### src/rtl/adder_cla_pipe_if.sv
// Operand/result handshake bundle for adder_cla_pipe.
// Optional ADDER_CLA_PIPE_OVF_EN adds the registered signed-overflow flag ovf.
interface adder_cla_pipe_if #(
    parameter int unsigned N = 16
);
    logic         in_valid;
    logic         in_ready;
    logic [N-1:0] x;
    logic [N-1:0] y;
    logic         cin;
    logic         out_valid;
    logic         out_ready;
    logic [N:0]   out;

`ifdef ADDER_CLA_PIPE_OVF_EN
    logic         ovf;

    modport master (
        output in_valid, x, y, cin, out_ready,
        input  in_ready, out_valid, out, ovf
    );
    modport slave (
        input  in_valid, x, y, cin, out_ready,
        output in_ready, out_valid, out, ovf
    );
`else
    modport master (
        output in_valid, x, y, cin, out_ready,
        input  in_ready, out_valid, out
    );
    modport slave (
        input  in_valid, x, y, cin, out_ready,
        output in_ready, out_valid, out
    );
`endif
endinterface

### src/rtl/adder_cla_pipe.sv
// Pipelined carry-lookahead adder: N/G stages, one G-bit lookahead group per stage.
// Optional ADDER_CLA_PIPE_OVF_EN registers the signed-overflow flag alongside out.
module adder_cla_pipe #(
    parameter int unsigned N = 16,
    parameter int unsigned G = 4
) (
    input  logic             clk,
    input  logic             rst,
    adder_cla_pipe_if.slave  bus
);
    localparam int unsigned S = N / G;

    logic advance;
    logic out_valid_w;

    // Returns carries c[0..G] in sum-of-products form: c[i+1] = OR_j g[j]*p[j+1..i] | p[0..i]*ci.
    function automatic logic [G:0] cla_carries(input logic [G-1:0] p,
                                               input logic [G-1:0] g,
                                               input logic         ci);
        logic [G:0] c;
        logic       term;
        c    = '0;
        c[0] = ci;
        for (int unsigned i = 0; i < G; i++) begin
            term = ci;
            for (int unsigned m = 0; m <= i; m++) begin
                term = term & p[m];
            end
            c[i+1] = term;
            for (int unsigned j = 0; j <= i; j++) begin
                term = g[j];
                for (int unsigned m = j + 1; m <= i; m++) begin
                    term = term & p[m];
                end
                c[i+1] = c[i+1] | term;
            end
        end
        return c;
    endfunction

    assign advance      = bus.out_ready || !out_valid_w;
    assign bus.in_ready = advance;

    for (genvar k = 0; k < S; k++) begin : g_stage
        logic [G-1:0]         gx;
        logic [G-1:0]         gy;
        logic                 ci;
        logic                 vin;
        logic [G-1:0]         gp;
        logic [G-1:0]         gg;
        logic [G:0]           c;
        logic [G-1:0]         gsum;
        logic [(k+1)*G-1:0]   sum_d;
        logic [(k+1)*G-1:0]   sum_q;
        logic                 carry_q;
        logic                 valid_q;

        if (k == 0) begin : g_src
            assign gx    = bus.x[G-1:0];
            assign gy    = bus.y[G-1:0];
            assign ci    = bus.cin;
            assign vin   = bus.in_valid;
            assign sum_d = gsum;
        end else begin : g_src
            assign gx    = g_stage[k-1].g_skew.x_q[G-1:0];
            assign gy    = g_stage[k-1].g_skew.y_q[G-1:0];
            assign ci    = g_stage[k-1].carry_q;
            assign vin   = g_stage[k-1].valid_q;
            assign sum_d = {gsum, g_stage[k-1].sum_q};
        end

        always_comb begin
            gp   = gx ^ gy;
            gg   = gx & gy;
            c    = cla_carries(gp, gg, ci);
            gsum = gp ^ c[G-1:0];
        end

        always_ff @(posedge clk) begin
            if (rst) begin
                valid_q <= 1'b0;
                carry_q <= 1'b0;
                sum_q   <= '0;
            end else if (advance) begin
                valid_q <= vin;
                carry_q <= c[G];
                sum_q   <= sum_d;
            end
        end

        // Operand bits above this stage's group ride along until their stage arrives.
        if (k < S - 1) begin : g_skew
            localparam int unsigned REM = N - (k + 1) * G;
            logic [REM-1:0] x_d;
            logic [REM-1:0] y_d;
            logic [REM-1:0] x_q;
            logic [REM-1:0] y_q;

            if (k == 0) begin : g_in
                assign x_d = bus.x[N-1:G];
                assign y_d = bus.y[N-1:G];
            end else begin : g_in
                assign x_d = g_stage[k-1].g_skew.x_q[REM+G-1:G];
                assign y_d = g_stage[k-1].g_skew.y_q[REM+G-1:G];
            end

            always_ff @(posedge clk) begin
                if (rst) begin
                    x_q <= '0;
                    y_q <= '0;
                end else if (advance) begin
                    x_q <= x_d;
                    y_q <= y_d;
                end
            end
        end

`ifdef ADDER_CLA_PIPE_OVF_EN
        if (k == S - 1) begin : g_ovf
            logic ovf_q;
            always_ff @(posedge clk) begin
                if (rst) begin
                    ovf_q <= 1'b0;
                end else if (advance) begin
                    ovf_q <= c[G] ^ c[G-1];
                end
            end
        end
`endif
    end

    assign out_valid_w   = g_stage[S-1].valid_q;
    assign bus.out_valid = out_valid_w;
    assign bus.out       = {g_stage[S-1].carry_q, g_stage[S-1].sum_q};
`ifdef ADDER_CLA_PIPE_OVF_EN
    assign bus.ovf       = g_stage[S-1].g_ovf.ovf_q;
`endif
endmodule

### src/flat_wrapper.sv
// flat-port wrapper written by rule: the top's interface ports become plain ports
module adder_cla_pipe_flat 
#(
    parameter int unsigned N = 16,
    parameter int unsigned G = 4
)
  (clk, rst, bus_in_valid, bus_x, bus_y, bus_cin, bus_out_ready, bus_in_ready, bus_out_valid, bus_out);
  adder_cla_pipe_if #(.N(N)) bus_i ();
  input  logic clk;
  input  logic rst;
  input wire logic [$bits(bus_i.in_valid)-1:0] bus_in_valid;
  input wire logic [$bits(bus_i.x)-1:0] bus_x;
  input wire logic [$bits(bus_i.y)-1:0] bus_y;
  input wire logic [$bits(bus_i.cin)-1:0] bus_cin;
  input wire logic [$bits(bus_i.out_ready)-1:0] bus_out_ready;
  output wire logic [$bits(bus_i.in_ready)-1:0] bus_in_ready;
  output wire logic [$bits(bus_i.out_valid)-1:0] bus_out_valid;
  output wire logic [$bits(bus_i.out)-1:0] bus_out;
  assign bus_i.in_valid = bus_in_valid;
  assign bus_i.x = bus_x;
  assign bus_i.y = bus_y;
  assign bus_i.cin = bus_cin;
  assign bus_i.out_ready = bus_out_ready;
  assign bus_in_ready = bus_i.in_ready;
  assign bus_out_valid = bus_i.out_valid;
  assign bus_out = bus_i.out;
  adder_cla_pipe #(.N(N), .G(G)) u_core (.clk(clk), .rst(rst), .bus(bus_i));
endmodule
### config.mk
export PLATFORM = sky130hd
export DESIGN_NAME = adder_cla_pipe_flat
export DESIGN_NICKNAME = d
export VERILOG_FILES = /design/src/rtl/adder_cla_pipe_if.sv /design/src/rtl/adder_cla_pipe.sv /design/src/flat_wrapper.sv
export SDC_FILE = /design/constraint.sdc
export NUM_CORES = 1
export LEC_CHECK = 0
export BUFFER_PORTS_ARGS = -buffer_cell sky130_fd_sc_hd__buf_2
export CAP_MARGIN = 20
export CORE_AREA = 4 4 88 90
export CTS_BUF_LIST = sky130_fd_sc_hd__clkbuf_4 sky130_fd_sc_hd__clkbuf_8
export DETAILED_ROUTE_END_ITERATION = 10
export DIE_AREA = 0 0 92 94
export GPL_ROUTABILITY_DRIVEN = 0
export PLACE_DENSITY = 0.9
export REMOVE_ABC_BUFFERS = 1
export SYNTH_ARGS = -nofsm -noshare
export SYNTH_HDL_FRONTEND = slang
export SYNTH_SLANG_ARGS = --single-unit
### constraint.sdc
create_clock -name clk -period 1.9 [get_ports clk]
set_input_delay 0.19 -clock clk [delete_from_list [all_inputs] [get_ports clk]]
set_output_delay 0.19 -clock clk [all_outputs]
set_load 0.01 [all_outputs]
[Word-level counts from Yosys, hierarchy flattened]
Index checks and enable logic that the tools add are counted.
Storage, ports and cells
  register bits after elaboration: 96
  output and inout bits: 19
  input port bits: 37
  word-level logic and storage cells: 112
Cells by class
  bitwise logic cells: 92
  reductions and logical operators: 2
Operators by type and width (number)
  $and 1x1->1: 40
  $or 1x1->1: 40
  $xor 4x4->4: 8
  $and 4x4->4: 4
  $logic_not 1->1: 1
  $logic_or 1x1->1: 1

[Logic depth before layout (Yosys ltp)]
Gate-level depths: netlist (run 1).
  depth after elaboration: 9
  depth in mapped cells: 6
  gate-level depth less buffers: 5

[Worst setup path after synthesis (run 1)]
Ideal clock, no wire load.
  path kind: register to register
  start: register u_core.g_stage[1].g_skew.y_q[0]
  end: register u_core.g_stage[2].sum_q[11]
  buffers on the path: 0
  data arrival time: 1.607 ns
  cell stages (with the launch flop): 6
  period minus slack after synthesis: 1.669 ns
  path slack: 0.231 ns
  cells stage by stage: dfxtp_1 > ha_1 > ha_1 > o211a_1 > or4_1 > nand3_1
On the way
  word-level cells in the longest chain between the ends: 8
  elaborated cells between the ends (all ways): 11
  those cells by class: 11 x bitwise
RTL lines
  from (decl): line adder_cla_pipe.sv:97  | logic [REM-1:0] y_q;
  from (signal assigned): line adder_cla_pipe.sv:113  | y_q <= y_d;
  $xor 4x4->4: line adder_cla_pipe.sv:73  | gp = gx ^ gy;
  $and 1x1->1 (3 in a row): line adder_cla_pipe.sv:27  | term = term & p[m];
  $or 1x1->1 (*) (3 in a row): line adder_cla_pipe.sv:35  | c[i+1] = c[i+1] | term;
  $xor 4x4->4 (*): line adder_cla_pipe.sv:76  | gsum = gp ^ c[G-1:0];
  to (signal assigned): line adder_cla_pipe.sv:87  | sum_q <= sum_d;
  to (decl): line adder_cla_pipe.sv:54  | logic [(k+1)*G-1:0] sum_q;
Every way passes the cells marked *; elsewhere a longest branch is shown, timed or not.
A chain may end at the register's enable or synchronous reset.

[Worst setup path after layout (run 1)]
  start: register u_core.g_stage[2].g_skew.y_q[0]
  end: register u_core.g_stage[3].sum_q[15]
On the way
  word-level cells in the longest chain between the ends: 8
  elaborated cells between the ends (all ways): 11
  those cells by class: 11 x bitwise
RTL lines (line)
  from (decl): adder_cla_pipe.sv:97
  from (signal assigned): adder_cla_pipe.sv:113
  $xor 4x4->4: adder_cla_pipe.sv:73
  $and 1x1->1 (3 in a row): adder_cla_pipe.sv:27
  $or 1x1->1 (*) (3 in a row): adder_cla_pipe.sv:35
  $xor 4x4->4 (*): adder_cla_pipe.sv:76
  to (signal assigned): adder_cla_pipe.sv:87
  to (decl): adder_cla_pipe.sv:54
Marked as above.

==> metrics, run 1 <==
highest routed metal layer met4; die area between 0.008 and 0.009 sq mm; Final Slew Violations 0; worst r2r src u_core.g_stage[2].g_skew.y_q[0]; clock buffer depth 2; Post-CTS Setup Inserts 0; largest net degree at the start of global routing 75; Root Driver clkbuf_8; DRC violations left 0; routed vias around 3.3k; initial DRC count roughly 140; antenna violations before repair 0; status completed; skew final 0.00714 ns; layout net count a little under 600; flops & latches, synth 96; Port Buf Inserts between 50 and 60; Final Util 0.645; WHS Path Cells 3; DP HPWL 5060 um; Post-Place Cells 612; area fraction of the dominant cell type after synthesis 0.480; wl on met1 roughly 3200 um; cell count after synthesis around 480; ANT cells 0; VDD IR-drop max 0.394 mV; Max H-tree Level 3; num rows 31; CTS sink count between 90 and 100; Vias/cell between 5 and 6; element type at the critical path end flip-flop; Worst R2R End u_core.g_stage[3].sum_q[15]; Seq/Total Area, Yosys 0.480; Setup Crit Path Kind flip-flop to flip-flop; CTS clk-pin slew, worst paths ~0.090 ns; GRT overflow 0; Clk Latency, worst-skew pair 0.36 ns; Fin. Hold Viols 0; RSZ-0062 raised after global routing no; DRT antenna net count 0; Wirelength per Cell ~12 um; post-synth design cell area roughly 0.004 sq mm; Worst Setup Start Kind flip-flop; Slew @ Worst Pin 0.689 ns; final std cells w/o fill ~630; Die Span X between 90 and 100 um; Pre-Repair DR Iteration Count 4; Lkg Pwr ~0.002 uW; total wire length 7520 um; Syn Area/Cell slightly above 8 sq um; worst hold start bus_x[15]; count of cell types in the netlist 23; synth warn 0; GRT Overall Usage 0.184; WHS about 0.063 ns; most common cell after layout, fill and taps aside nand2_1; synthesis-to-finish area growth 13.7%; CTS buffer count 9; most frequent cells in the layout 158 x nand2_1, 96 x dfxtp_1, 79 x a21oi_1, 54 x buf_2, 22 x nor2_1; post-cts sizing count 0; fill cell count around 600; crit path time final 1.76 ns; power density cells between 800 and 900 mW/mm^2; CTS tree done; Max Cap Viol 0; Worst R2R Setup Slack between 0.1 and 0.15 ns; top area cells in the synthesized netlist dfxtp_1 48%, nand2_1 15%, a21oi_1 9.9%; Register-to-Register Path Depth 5; Initial Util 0.567; Hold Path Class primary input to flip-flop; met2 wire len just under 4000 um; cts hold-fix bufs 0; final-report setup violation count 0; Max FO, Critical Path 3; Tcrit/Tclk final 0.925; relative slew slack 0.541; Worst Hold Endpoint u_core.g_stage[0].g_skew.x_q[11]; Synth area leader dfxtp_1; global-route wire length before repair ~13000 um; layout cells sized above 1 0.155; Worst EP arrival 2.06 ns; Critical Path RT roughly 2.2 ns; Max Clock Freq 569 MHz; Die Y-Extent 94 um; core area 0.00706 sq mm; routed wl met3 between 200 and 300 um; vias in the first global route 3171; I/O pin cnt 56
metrics by stage:
step	setup TNS (ns)	total power, uW	worst slack, ns	cell area [sq um]
floorplan	-84.98	2410	-0.947	3830
global placement	0	2540	0.203	4330
detailed placement	0	2560	0.144	4330
CTS	0	3990	0.138	4550
global route	0	4140	0.0488	4550
finish	0	3950	0.143	4550
how the worst max path moves through the flow:
stage                                          startpoint  cells after the start  slack, ns                           to
after floorplan                      u_core.bus.out_valid                      4      -0.95   u_core.g_stage[0].sum_q[1]
after global placement    u_core.g_stage[1].g_skew.y_q[0]                      5       0.20  u_core.g_stage[2].sum_q[11]
after detailed placement  u_core.g_stage[2].g_skew.y_q[0]                      5       0.14  u_core.g_stage[3].sum_q[15]
after CTS                 u_core.g_stage[2].g_skew.y_q[0]                      5       0.14  u_core.g_stage[3].sum_q[15]
after global routing      u_core.g_stage[2].g_skew.y_q[0]                      5       0.05  u_core.g_stage[3].sum_q[15]
final                     u_core.g_stage[2].g_skew.y_q[0]                      5       0.14  u_core.g_stage[3].sum_q[15]
layer usage:
layer | track usage | up-vias
li1 | - | 1694
met1 | 0.204 | 1516
met2 | 0.344 | 52
met3 | 0.0288 | 8
met4 | 0.0879 | 0
met5 | 0 | -
synth_stat cells:
library cell / instances
xnor2_1: 4
dfxtp_1: 96
buf_4: 10
a211oi_1: 8
fa_1: 4
nand3_1: 8
clkbuf_1: 18
o211a_1: 4
o21a_1: 4
nand2b_1: 8
nand3b_1: 8
nand2_1: 158
buf_2: 5
nor2b_4: 1
o21ai_0: 4
a21o_1: 4
nor2_1: 22
ha_1: 20
or4_1: 8
o211ai_1: 8
buf_6: 1
inv_2: 1
a21oi_1: 79
sequential cells by signal (all words and copies together), names as in the netlist:
| name | flops |
|---|---|
| u_core.g_stage.sum_q | 40 |
| u_core.g_stage.g_skew.x_q | 24 |
| u_core.g_stage.g_skew.y_q | 24 |
| u_core.g_stage.carry_q | 4 |
| u_core.g_stage.valid_q | 3 |
| u_core.bus.out_valid | 1 |
cell type report:
type	count	area (sq um)	share of cell area
inverter	1	3.75	0.000824
tap	99	124	0.0272
clock inverter	5	81.3	0.0179
clock buffer	11	139	0.0305
sequential	96	1920	0.422
timing repair buffer	64	383	0.0841
multi-input combinational	352	1900	0.417
cell families after synthesis:
family,share of synthesized area
AOI/OAI and AO/OA,0.159
and+or+nand+nor,0.225
adders and majority gates,0.0825
buffers and inverters,0.0456
xor gates and xnor gates,0.00875
DFF,0.480
worst max-delay path: stages, from the launching register on:
cell	delay, ns
dfxtp_1	0.35
ha_1	0.30
ha_1	0.21
o211a_1	0.24
or4_1	0.50
nand3_1	0.10
report_power, final:
part / internal [uW] / switching [uW] / total [uW]
Sequential: 2120 / 59.3 / 2180
Clock: 771 / 670 / 1440
Combinational: 155 / 178 / 333
Total: 3050 / 907 / 3950
Note: power is estimated with default switching activity, not from simulation.
==> run 2: changes to the inputs <==
RECOVER_POWER = 25   (was not set)
==> metrics, run 2 (same netlist as run 1, synthesis figures left out) <==
VDD IR-drop max 0.393 mV (-0.39%); element type at the critical path end flip-flop; Regs by FF count u_core.g_stage.sum_q (40), u_core.g_stage.g_skew.x_q (24), u_core.g_stage.g_skew.y_q (24); DP HPWL 5060 um (unchanged); Max FO, Critical Path 3 (unchanged); status completed; routed vias 3281 (+0.34%); global-route wire length before repair 13100 um (unchanged); Hold Path Class primary input to flip-flop; Biggest register u_core.g_stage.sum_q; ANT cells 0 (unchanged); Clk pwr share 0.364 (about the same); power density cells 872 mW/mm^2 (+0.45%); vias in the first global route 3171 (unchanged); crit path time final 1.76 ns (-0.00165 ns); initial DRC count 147 (+6.5%); Max Cap Viol 0 (unchanged); Die Span X 92 um (unchanged); I/O pin cnt 56 (unchanged); Post-CTS Setup Inserts 0 (unchanged); Net Sw Power 905 uW (-0.26%); Initial Util 0.567 (unchanged); Tcrit/Tclk final 0.924 (about the same); most frequent cells in the layout 158 x nand2_1, 96 x dfxtp_1, 79 x a21oi_1, 36 x buf_2, 22 x nor2_1; max FFs per register 40 (unchanged); CTS sink count 96 (unchanged); Logic pwr share 0.083 (about the same); Worst R2R Setup Slack 0.14 ns (about the same); Critical Path RT 2.20 ns (about the same); DRT antenna net count 0 (unchanged); final-report setup violation count 0 (unchanged); crit path to u_core.g_stage[3].sum_q[15]; CTS tree done; Pre-Repair DR Iteration Count 4 (unchanged); Fin. Hold Viols 0 (unchanged); Sw Ratio 0.229 (-0.000245); Max H-tree Level 3 (unchanged); core area 0.00706 sq mm (unchanged); relative slew slack 0.537 (-0.00361); Worst Setup Start Kind flip-flop; most common cell after layout, fill and taps aside nand2_1; Clk Latency, worst-skew pair 0.35 ns (about the same); cts hold-fix bufs 0 (unchanged); post-cts sizing count 0 (unchanged); die area 0.00865 sq mm (unchanged); largest net degree at the start of global routing 75 (unchanged); Setup Crit Path Kind flip-flop to flip-flop; synthesis-to-finish area growth 13.0%; GRT Overall Usage 0.184 (unchanged); layout cells sized above 1 0.121 (-0.0340); worst r2r src u_core.g_stage[2].g_skew.y_q[0]; Lkg Pwr 0.00195 uW (-3.9%); antenna violations before repair 0 (unchanged); Register-to-Register Path Depth 5 (unchanged); Port Buf Inserts 55 (unchanged); Die Y-Extent 94 um (unchanged); RSZ-0062 raised after global routing no; worst setup path start u_core.g_stage[2].g_skew.y_q[0]; GRT overflow 0 (unchanged); clock buffer depth 2 (unchanged); Internal 3040 uW (-0.12%); num rows 31 (unchanged); DRC violations left 0 (unchanged); Slew @ Worst Pin 0.694 ns (+0.00542 ns); Max Clock Freq 570 MHz (about the same); Final Slew Violations 0 (unchanged); layout net count 585 (unchanged); total wire length 7580 um (+0.76%); CTS clk-pin slew, worst paths 0.09 ns (about the same); Worst R2R End u_core.g_stage[3].sum_q[15]; Vias/cell 5.22 (+0.34%); CTS buffer count 9 (unchanged); setup TNS 0 ns (unchanged); sequential share of power 0.552 (about the same); Wirelength per Cell 12.1 um (+0.76%); skew final 0.00723 ns (+0.0000867 ns); Root Driver clkbuf_8; Worst EP arrival 2.05 ns (about the same); Final Util 0.641 (-0.00390)
==> run 2: cell types whose count changed in the layout (fill, tap and decap cells not counted), sizes merged <==
cell,change
clkbuf,+20
buf,-20
==> run 2: layout make-up <==
cell class	instances	area (sq um)
tap	99	124
clock buffer	11	139
sequential	96	1920
inverter	1	3.75
multi-input combinational	352	1900
timing repair buffer	64	355
fill	624	2530
clock inverter	5	81.3
==> run 2: power by group through the flow <==
stage	combinational (uW)	clock (uW)	sequential [uW]
2_1_floorplan	194	0	2220
3_3_place_gp	320	0	2220
3_5_place_dp	334	0	2230
4_1_cts	338	1470	2180
5_1_grt	380	1560	2200
6_report	330	1440	2180
==> run 2: metal layers <==
layer | vias to the layer above | routed length [um] | GRT usage
li1 | 1692 | - | -
met1 | 1518 | 3220 | 0.204
met2 | 57 | 3970 | 0.344
met3 | 14 | 260 | 0.0288
met4 | 0 | 132 | 0.0879
met5 | - | 0 | 0
==> run 2: per-stage QoR <==
step           std cells  total power [uW]  area, sq um  setup slack (ns)  hold WS [ns]
2_1_floorplan        449              2410         3830            -0.947         0.259
3_3_place_gp         612              2540         4330             0.203         0.434
3_5_place_dp         612              2560         4330             0.144         0.441
4_1_cts              628              3990         4550             0.138        0.0548
5_1_grt              628              4140         4530            0.0488        0.0667
6_report             628              3950         4530             0.145        0.0681
==> run 2: worst min-delay path by stage <==
stage	from	to	slack, ns	depth (start not counted)
after floorplan	rst	u_core.g_stage[0].g_skew.x_q[0]	0.26	1
after global placement	bus_y[9]	u_core.g_stage[0].g_skew.y_q[5]	0.43	3
after detailed placement	bus_y[15]	u_core.g_stage[0].g_skew.y_q[11]	0.44	3
after CTS	bus_y[15]	u_core.g_stage[0].g_skew.y_q[11]	0.05	3
after global routing	bus_x[15]	u_core.g_stage[0].g_skew.x_q[11]	0.07	3
final	bus_x[15]	u_core.g_stage[0].g_skew.x_q[11]	0.07	3
==> run 2: critical path, cell delays in order (launching register included) <==
cell and delay, ns:
dfxtp_1 0.35, ha_1 0.30, ha_1 0.21, o211a_1 0.24
or4_1 0.50, nand3_1 0.10
==> run 3: changes to the inputs <==
CORE_AREA = 4 4 92 94   (was 4 4 88 90)
DIE_AREA = 0 0 96 98   (was 0 0 92 94)
PLACE_DENSITY = 0.87   (was 0.9)
clock period = 1.6 ns   (was 1.9 ns; I/O delays follow)
==> metrics, run 3 (same netlist as run 1, synthesis figures left out) <==
Worst R2R Setup Slack 0.06 ns (-0.09 ns); Max Cap Viol 0 (unchanged); Hold Path Class primary input to flip-flop; max FFs per register 40 (unchanged); Root Driver clkbuf_8; ANT cells 0 (unchanged); Worst R2R End u_core.g_stage[2].sum_q[10]; fill cell count 671 (+7.5%); Worst EP arrival 1.84 ns (-0.21 ns); routed vias 3397 (+3.5%); Register-to-Register Path Depth 5 (unchanged); CTS clk-pin slew, worst paths 0.09 ns (about the same); status completed; Slew @ Worst Pin 0.561 ns (-0.133 ns); worst hold start bus_x[15]; die area 0.00941 sq mm (+8.8%); Tcrit/Tclk final 0.965 (+0.0410); vias in the first global route 3316 (+4.6%); total wire length 8410 um (+11%); worst path bufs/invs 0 (unchanged); Initial Util 0.524 (-0.0436); layout cells sized above 1 0.182 (+0.0608); Biggest register u_core.g_stage.sum_q; WHS 0.0386 ns (-0.0295 ns); Worst Setup Start Kind flip-flop; slowest cell delay on critical path 0.42 ns (-0.08 ns); Max H-tree Level 3 (unchanged); Regs by FF count u_core.g_stage.sum_q (40), u_core.g_stage.g_skew.x_q (24), u_core.g_stage.g_skew.y_q (24); num rows 32 (+3.2%); Max FO, Critical Path 2 (-1); relative slew slack 0.626 (+0.0887); most common cell after layout, fill and taps aside nand2_1; crit path time final 1.54 ns (-0.212 ns); clock buffer depth 2 (unchanged); VDD IR-drop max 0.631 mV (+61%); CTS tree done; critical path's top delay family simple AND/OR/NAND/NOR gates; layout net count 607 (+3.8%); Final Util 0.629 (-0.0117); antenna violations before repair 0 (unchanged); Die Y-Extent 98 um (+4.3%); I/O pin cnt 56 (unchanged); Lkg Pwr 0.00209 uW (+7.1%); Critical Path RT 1.90 ns (-0.30 ns); global-route wire length before repair 14000 um (+6.9%); most frequent cells in the layout 158 x nand2_1, 90 x dfxtp_1, 79 x a21oi_1, 36 x buf_2, 26 x buf_4; Clk Latency, worst-skew pair 0.36 ns (about the same); CTS sink count 96 (unchanged); Vias/cell 5.21 (-0.28%); element type at the critical path end flip-flop; WHS Path Cells 3 (unchanged); synthesis-to-finish area growth 20.2%; initial DRC count 192 (+31%); power density cells 1020 mW/mm^2 (+17%); Die Span X 96 um (+4.3%); GRT overflow 0 (unchanged); DRT antenna net count 0 (unchanged); CTS buffer count 9 (unchanged); Port Buf Inserts 55 (unchanged); skew final 0.00687 ns (-0.000360 ns); GRT Overall Usage 0.183 (-0.00117); worst r2r src u_core.g_stage[1].g_skew.x_q[0]; core area 0.00765 sq mm (+8.3%); Worst Hold Endpoint u_core.g_stage[0].g_skew.x_q[11]; Pre-Repair DR Iteration Count 5 (+1); Fin. Hold Viols 0 (unchanged); largest net degree at the start of global routing 61 (-19%); Final Slew Violations 0 (unchanged); final-report setup violation count 0 (unchanged); cell chain of the critical path ha_4, ha_2, o21a_1, or4_4, nand3_2; setup TNS 0 ns (unchanged); DP HPWL 5370 um (+6.1%); Wirelength per Cell 12.9 um (+6.9%); Setup Crit Path Kind flip-flop to flip-flop; critical path's slowest cell or4_4; DRC violations left 0 (unchanged); Max Clock Freq 648 MHz (+14%)
run 3: cell count changes in the layout (fill, tap and decap cells not counted), moves of 3 or more:
cell	change
ha_4	+3
dfxtp_2	+6
ha_1	-6
dfxtp_1	-6
buf_4	+21
ha_2	+3
run 3: what timing repair did:
| item | in CTS | in global routing |
|---|---|---|
| pin swaps | 12 | 4 |
| resized for setup | 13 | 5 |
| setup endpoints to repair | 7 | 8 |
| cloned | 1 | 1 |
| hold buffers | 0 | 0 |
| setup buffers | 5 | 3 |
run 3: power breakdown:
| group | internal [uW] | switching (uW) |
|---|---|---|
| clock | 1110 | 784 |
| sequential | 2520 | 72.1 |
| combinational | 208 | 227 |
| total | 3840 | 1080 |
run 3: cell type report:
cell class | instances | area [sq um] | area share
clock inverter | 3 | 90.1 | 0.0187
tap | 102 | 128 | 0.0265
sequential | 96 | 1930 | 0.401
clock buffer | 12 | 153 | 0.0317
multi-input combinational | 352 | 1950 | 0.406
inverter | 1 | 6.26 | 0.00130
timing repair buffer | 86 | 553 | 0.115
run 3: layer usage:
layer,GRT usage,up-vias,part of all wire
met5,0,-,0
met4,0.0908,0,0.023
met3,0.0254,15,0.031
met2,0.323,61,0.51
met1,0.212,1581,0.44
li1,-,1740,-
run 3: worst max-delay path by stage:
stage,from,endpoint,slack (ns),cells past startpoint
finish,u_core.g_stage[1].g_skew.x_q[0],u_core.g_stage[2].sum_q[10],0.06,5
global route,u_core.g_stage[1].g_skew.x_q[0],u_core.g_stage[2].sum_q[11],-0.004,6
CTS,u_core.bus.out_valid,u_core.g_stage[3].sum_q[15],0.002,6
detailed placement,u_core.g_stage[1].g_skew.y_q[0],u_core.g_stage[2].sum_q[11],-0.12,5
global placement,u_core.g_stage[1].g_skew.y_q[0],u_core.g_stage[2].sum_q[11],-0.07,5
floorplan,u_core.bus.out_valid,u_core.g_stage[0].sum_q[1],-1.25,4
run 3: through the flow:
step / total power (uW) / worst slack [ns] / cell area [sq um] / instances
floorplan: 2870 / -1.25 / 3830 / 449
global placement: 3040 / -0.0686 / 4430 / 628
detailed placement: 3060 / -0.119 / 4430 / 628
CTS: 4940 / 0.00237 / 4800 / 649
global route: 5100 / -0.00388 / 4810 / 652
finish: 4920 / 0.0562 / 4810 / 652
run 3: worst register-to-register path, stage by stage, from the launching register on:
cell	delay (ns)
dfxtp_1	0.39
ha_4	0.22
ha_2	0.17
o21a_1	0.20
or4_4	0.42
nand3_2	0.09
